`src/rtl/deserializador_pkg.sv`:
```
// Shared definitions for the serial-to-parallel front end and the downstream queue.
// Holds the handshake state encoding and the word width the queue also depends on.
// No ports; imported by deserializador, its interface and testbench.
package deserializador_pkg;

  // Word width shared with the queue (Fila); both sides must agree on it.
  localparam int WORD_WIDTH = 8;

  // Shallowest synchronizer that still gives metastability protection.
  localparam int SYNC_STAGES_MIN = 2;

  typedef enum logic [1:0] {
    COLLECT = 2'd0,
    READY   = 2'd1,
    RELEASE = 2'd2
  } state_t;

endpackage

```
`src/rtl/deserializador_if.sv`:
```
// Bundle of the serial input side and the queue-facing handshake of deserializador.
// Signals: data_in/write_in (serial bit + strobe), ack_in (queue-domain ack),
//          data_out/data_ready/status_out (assembled word, valid flag, collect/busy).
interface deserializador_if
  import deserializador_pkg::*;
#(
  parameter int WIDTH = WORD_WIDTH
);

  logic             data_in;
  logic             write_in;
  logic             ack_in;
  logic [WIDTH-1:0] data_out;
  logic             data_ready;
  logic             status_out;

  // Environment: serial source plus queue-side acknowledge.
  modport master (
    output data_in,
    output write_in,
    output ack_in,
    input  data_out,
    input  data_ready,
    input  status_out
  );

  // The deserializer itself.
  modport slave (
    input  data_in,
    input  write_in,
    input  ack_in,
    output data_out,
    output data_ready,
    output status_out
  );

endinterface

```
`src/rtl/deserializador_sync_ff.sv`:
```
// sync_ff: STAGES-deep single-bit synchronizer into the clk_i domain.
// Ports: clk_i, rst_ni (async active-low, chain resets to 0), clr_i (synchronous
//        flush of the whole chain), d_i (asynchronous input), q_o (synchronized output).
module sync_ff #(
  parameter int STAGES = 2
) (
  input  logic clk_i,
  input  logic rst_ni,
  input  logic clr_i,
  input  logic d_i,
  output logic q_o
);

  logic [STAGES-1:0] chain_q;

  always_ff @(posedge clk_i or negedge rst_ni) begin
    if (!rst_ni) begin
      chain_q <= '0;
    end else if (clr_i) begin
      chain_q <= '0;
    end else begin
      chain_q <= {chain_q[STAGES-2:0], d_i};
    end
  end

  assign q_o = chain_q[STAGES-1];

endmodule

```
`src/rtl/deserializador.sv`:
```
// deserializador: shifts in one bit per accepted write_in strobe (first bit -> MSB),
// then offers the WIDTH-bit word to the queue with a four-phase ready/ack handshake.
// Ports: clock_100khz, reset (async active-low), bus (deserializador_if.slave).
module deserializador
  import deserializador_pkg::*;
#(
  parameter int WIDTH       = WORD_WIDTH,
  parameter int SYNC_STAGES = SYNC_STAGES_MIN
) (
  input  logic               clock_100khz,
  input  logic               reset,
  deserializador_if.slave    bus
);

  localparam int CNT_W = $clog2(WIDTH);

  state_t           state_q, state_d;
  logic [WIDTH-1:0] shift_q, shift_d;
  logic [WIDTH-1:0] word_q,  word_d;
  logic [CNT_W-1:0] cnt_q,   cnt_d;

  logic accept;
  logic word_done;
  logic ack_sync;
  logic data_ready_c;
  logic status_c;

  // Bits are only taken while collecting; strobes during the handshake are dropped.
  assign accept    = (state_q == COLLECT) && bus.write_in;
  assign word_done = accept && (cnt_q == CNT_W'(WIDTH - 1));

  // The chain is flushed as the word completes, so an ack still held high from
  // before is re-timed through every stage and data_ready stays up for the full
  // SYNC_STAGES+1 cycles rather than dropping after one.
  sync_ff #(
    .STAGES (SYNC_STAGES)
  ) u_ack_sync (
    .clk_i  (clock_100khz),
    .rst_ni (reset),
    .clr_i  (word_done),
    .d_i    (bus.ack_in),
    .q_o    (ack_sync)
  );

  // ---------------------------------------------------------------- FSM
  always_ff @(posedge clock_100khz or negedge reset) begin
    if (!reset) begin
      state_q <= COLLECT;
    end else begin
      state_q <= state_d;
    end
  end

  always_comb begin
    state_d = state_q;
    unique case (state_q)
      COLLECT: if (word_done) state_d = READY;
      READY:   if (ack_sync)  state_d = RELEASE;
      // Ack must be seen low before new bits are taken, closing the four-phase cycle.
      RELEASE: if (!ack_sync) state_d = COLLECT;
      default:                state_d = COLLECT;
    endcase
  end

  always_comb begin
    data_ready_c = (state_q == READY);
    status_c     = (state_q == COLLECT);
  end

  // ----------------------------------------------------------- datapath
  always_comb begin
    shift_d = shift_q;
    cnt_d   = cnt_q;
    word_d  = word_q;
    if (accept) begin
      shift_d = {shift_q[WIDTH-2:0], bus.data_in};
      if (word_done) begin
        word_d = {shift_q[WIDTH-2:0], bus.data_in};
        cnt_d  = '0;
      end else begin
        cnt_d  = cnt_q + CNT_W'(1);
      end
    end
  end

  always_ff @(posedge clock_100khz or negedge reset) begin
    if (!reset) begin
      shift_q <= '0;
      cnt_q   <= '0;
      word_q  <= '0;
    end else begin
      shift_q <= shift_d;
      cnt_q   <= cnt_d;
      word_q  <= word_d;
    end
  end

  // data_out keeps the last word through the handshake and the next collect phase.
  assign bus.data_out   = word_q;
  assign bus.data_ready = data_ready_c;
  assign bus.status_out = status_c;

endmodule

```
`src/flat_wrapper.sv`:
```
// flat-port wrapper written by rule: the top's interface ports become plain ports
module deserializador_flat import deserializador_pkg::*;
#(
  parameter int WIDTH       = WORD_WIDTH,
  parameter int SYNC_STAGES = SYNC_STAGES_MIN
)
  (clock_100khz, reset, bus_data_in, bus_write_in, bus_ack_in, bus_data_out, bus_data_ready, bus_status_out);
  deserializador_if #(.WIDTH(WIDTH)) bus_i ();
  input  logic clock_100khz;
  input  logic reset;
  input wire logic [$bits(bus_i.data_in)-1:0] bus_data_in;
  input wire logic [$bits(bus_i.write_in)-1:0] bus_write_in;
  input wire logic [$bits(bus_i.ack_in)-1:0] bus_ack_in;
  output wire logic [$bits(bus_i.data_out)-1:0] bus_data_out;
  output wire logic [$bits(bus_i.data_ready)-1:0] bus_data_ready;
  output wire logic [$bits(bus_i.status_out)-1:0] bus_status_out;
  assign bus_i.data_in = bus_data_in;
  assign bus_i.write_in = bus_write_in;
  assign bus_i.ack_in = bus_ack_in;
  assign bus_data_out = bus_i.data_out;
  assign bus_data_ready = bus_i.data_ready;
  assign bus_status_out = bus_i.status_out;
  deserializador #(.WIDTH(WIDTH), .SYNC_STAGES(SYNC_STAGES)) u_core (.clock_100khz(clock_100khz), .reset(reset), .bus(bus_i));
endmodule
```
`config.mk`:
```
export PLATFORM = sky130hd
export DESIGN_NAME = deserializador_flat
export DESIGN_NICKNAME = d
export VERILOG_FILES = /design/src/rtl/deserializador_pkg.sv /design/src/rtl/deserializador_if.sv /design/src/rtl/deserializador_sync_ff.sv /design/src/rtl/deserializador.sv /design/src/flat_wrapper.sv
export SDC_FILE = /design/constraint.sdc
export NUM_CORES = 1
export LEC_CHECK = 0
export CAP_MARGIN = 10
export CELL_PAD_IN_SITES_DETAIL_PLACEMENT = 1
export CELL_PAD_IN_SITES_GLOBAL_PLACEMENT = 2
export CORE_ASPECT_RATIO = 0.7
export CORE_MARGIN = 2
export CORE_UTILIZATION = 35
export DETAILED_ROUTE_END_ITERATION = 8
export PLACE_DENSITY = 0.74
export SLEW_MARGIN = 20
export SYNTH_ARGS = -nofsm -noshare
export SYNTH_HDL_FRONTEND = slang
export SYNTH_HIERARCHICAL = 1
export SYNTH_SLANG_ARGS = --single-unit
```
`constraint.sdc`:
```
create_clock -name clock_100khz -period 1.9 [get_ports clock_100khz]
set_input_delay 0.38 -clock clock_100khz [delete_from_list [all_inputs] [get_ports clock_100khz]]
set_output_delay 0.38 -clock clock_100khz [all_outputs]
set_load 0.01 [all_outputs]
```
==> results by group <==
Layout
  – Share of post-route cells with drive strength above 1: 0.373
  – Ant diodes: 0
  – Commonest cells after routing, fill and taps aside: dfrtp_1, mux2_2, clkdlybuf4s50_1, nor2b_1
  – Post-Layout Cell Count: 109
  – NumNets Final: 84
  – Commonest non-fill, non-tap cell in the layout: dfrtp_1
  – Area Overhead vs Synth: 25.9%

Placement
  – Routability cong.: 0.662
  – Number of port buffers: 14
  – Dpl hpwl: 995 µm
  – Pre-CTS WS: 0.0358 ns
  – Placed Cells: 106

STA
  – Worst-Margin Slew: 0.270 ns
  – Final setup fails: 0
  – Total negative slack: 0 ns
  – Clk_skew: 0.00137 ns
  – Min Tclk post-route: 1.79 ns
  – Final period utilization: 0.944
  – Max Freq: 558 MHz
  – Setup ws final: 0.107 ns
  – RSZ-0062 raised after global routing: no
  – Hold Vio Cnt, Final: 0
  – Max-slew violations: 0
  – Slew headroom: 0.820

Logic synthesis
  – Sequential element share of the synthesized area: 0.629
  – Post-synth net total: 64
  – Yosys cell types: 12
  – Synth Warn #: 6
  – Mapped Cells: 57
  – Avg Cell Area, Syn: 15.4 µm²
  – Seq cells post-synth: 22
  – Cell Area, Synth: 876 µm²

Drt
  – Routed WL: 1.41 mm
  – DRC Markers: 0
  – Via count: 487
  – Initial DRC Count: 6
  – Drt pass-1 iters: 2
  – Antenna Nets Post-Route: 0
  – Routed vias/inst: 4.47
  – Routed WL per cell: 13.0 µm

Power and ir drop
  – Worst VDD drop: 0.686 mV
  – Flop pwr share: 0.476
  – PwrDens: 1570 mW/mm²
  – Net Sw Frac: 0.293
  – Final total power: 0.00173 W
  – Leak pwr: 0.483 nW
  – Internal: 0.00122 W
  – Power share of the clock group: 0.117
  – Comb pwr share: 0.407
  – NetSw: 0.000507 W

GRT
  – Vias in the first global route: 515
  – Total GRT Usage: 0.117
  – Largest net degree at the start of global routing: 23
  – First-pass GRT wire length: 2.40 mm
  – Antenna violations before repair: 0
  – Remaining global-route overflow: 0

Clock tree
  – H-tree depth: 1
  – Clk buf depth: 2
  – CTS Sinks: 22
  – CTS clock-pin slew for the worst setup and hold paths: 0.11 ns
  – Number of CTS-inserted buffers: 3
  – Hold Buf Count CTS: 0
  – Clk root buf: clkbuf_4
  – CTS tree: done
  – Skew-Pair Late Insertion Delay: 0.30 ns

Floorplanning
  – Io pins: 15
  – Die Area: 0.00293 mm²
  – Initial Util: 0.362
  – Placement Rows: 15
  – Die W: 63.8 µm
  – Floorplan core area: 0.00242 mm²
  – DIE HEIGHT: 45.9 µm

Critical path
  – Start point of the critical path: u_core/state_q[0]
  – R2R cell count: 5
  – CP Buf/Inv Count: 1
  – CP max stage delay: 0.54 ns
  – Worst path arrival time: 1.41 ns
  – Worst R2R End: u_core/bus.data_out[0]
  – Worst path top cell family by delay: buffers and inverters
  – Worst-path maximum fanout: 7
  – Crit. End Element: primary output
  – CP Launch Type: register
  – Crit path kind: reg -> out
  – Worst reg-to-reg setup slack: 0.22 ns
  – Worst path cell trace: nor2_1, clkdlybuf4s50_1
  – Worst EP required: 1.52 ns
  – Worst r2r src: u_core/cnt_q[0]
  – Worst path slowest cell: clkdlybuf4s50_1

Hold path
  – HP Class: in -> async

Status
  – Outcome: completed

Job
  – Max-cap violations: 0
==> what timing repair did <==
action	CTS	global route
pin swaps	0	0
gates resized for setup	1	3
setup endpoints to repair	1	1
cloned	0	0
setup buffers	0	0
==> per-layer routing <==
metal	up-vias	GRT usage	part of all wire
li1	234	-	-
met1	234	0.131	0.50
met2	14	0.179	0.40
met3	5	0.0644	0.075
met4	0	0.0652	0.025
met5	-	0	0
==> synth_stat cells, drive strengths merged <==
master	n	area, µm²
nand2b	1	6.26
nor2	2	7.51
ha	2	25.0
nor4bb	1	10.0
dfrtp	22	551
a21oi	1	5.00
nand3b	1	7.51
buf	2	15.0
nor3b	1	7.51
mux2	18	203
nor2b	5	31.3
o21a	1	7.51
==> cell families (layout without fill, tap and decap cells) <==
| group | after synthesis | in the layout | synth area share |
|---|---|---|---|
| flip-flops | 22 | 22 | 0.629 |
| multiplexers | 18 | 18 | 0.231 |
| AND/OR/NAND/NOR | 11 | 11 | 0.0800 |
| adder cells (fa/ha/maj) | 2 | 2 | 0.0286 |
| AO/OA/AOI/OAI | 2 | 2 | 0.0143 |
| buffers and inverters | 2 | 20 | 0.0171 |
==> power by group through the flow <==
stage               clock, W  combinational (W)  sequential, W
finish              0.000202           0.000704       0.000822
global route        0.000239           0.000770       0.000862
CTS                 0.000220           0.000721       0.000823
detailed placement         0           0.000716       0.000830
global placement           0           0.000694       0.000828
floorplan                  0           0.000385       0.000836
==> state kept, by name (all words and copies together) (netlist names) <==
name,count
u_core/shift_q,7
u_core/state_q,2
u_core/cnt_q,3
u_core/bus.data_out,8
u_core/u_ack_sync/chain_q,2
==> worst max-delay path by stage <==
stage | endpoint | slack, ns | depth (start not counted)
after floorplan | u_core/bus.data_out[0] | 0.39 | 5
after global placement | u_core/bus.data_out[3] | 0.06 | 4
after detailed placement | u_core/bus.data_out[0] | 0.04 | 4
after CTS | bus_data_ready | 0.003 | 2
after global routing | bus_status_out | 0.04 | 2
final | bus_status_out | 0.11 | 2
==> layout make-up <==
type | count | area, µm²
Clock buffer | 3 | 22.5
Fill cell | 243 | 1320
Multi-Input combinational cell | 33 | 319
Sequential cell | 22 | 553
Tap cell | 34 | 42.5
Timing Repair Buffer | 17 | 165
==> metrics by stage <==
stage           util  instance area (µm²)  hold slack, ns
2_1_floorplan      -                  876          0.0844
3_5_place_dp   0.443                 1070           0.470
3_3_place_gp   0.443                 1070           0.445
4_1_cts        0.453                 1100           0.416
5_1_grt        0.455                 1100           0.417
6_report       0.455                 1100           0.415
No activity file was read; power rests on OpenSTA's default activity.
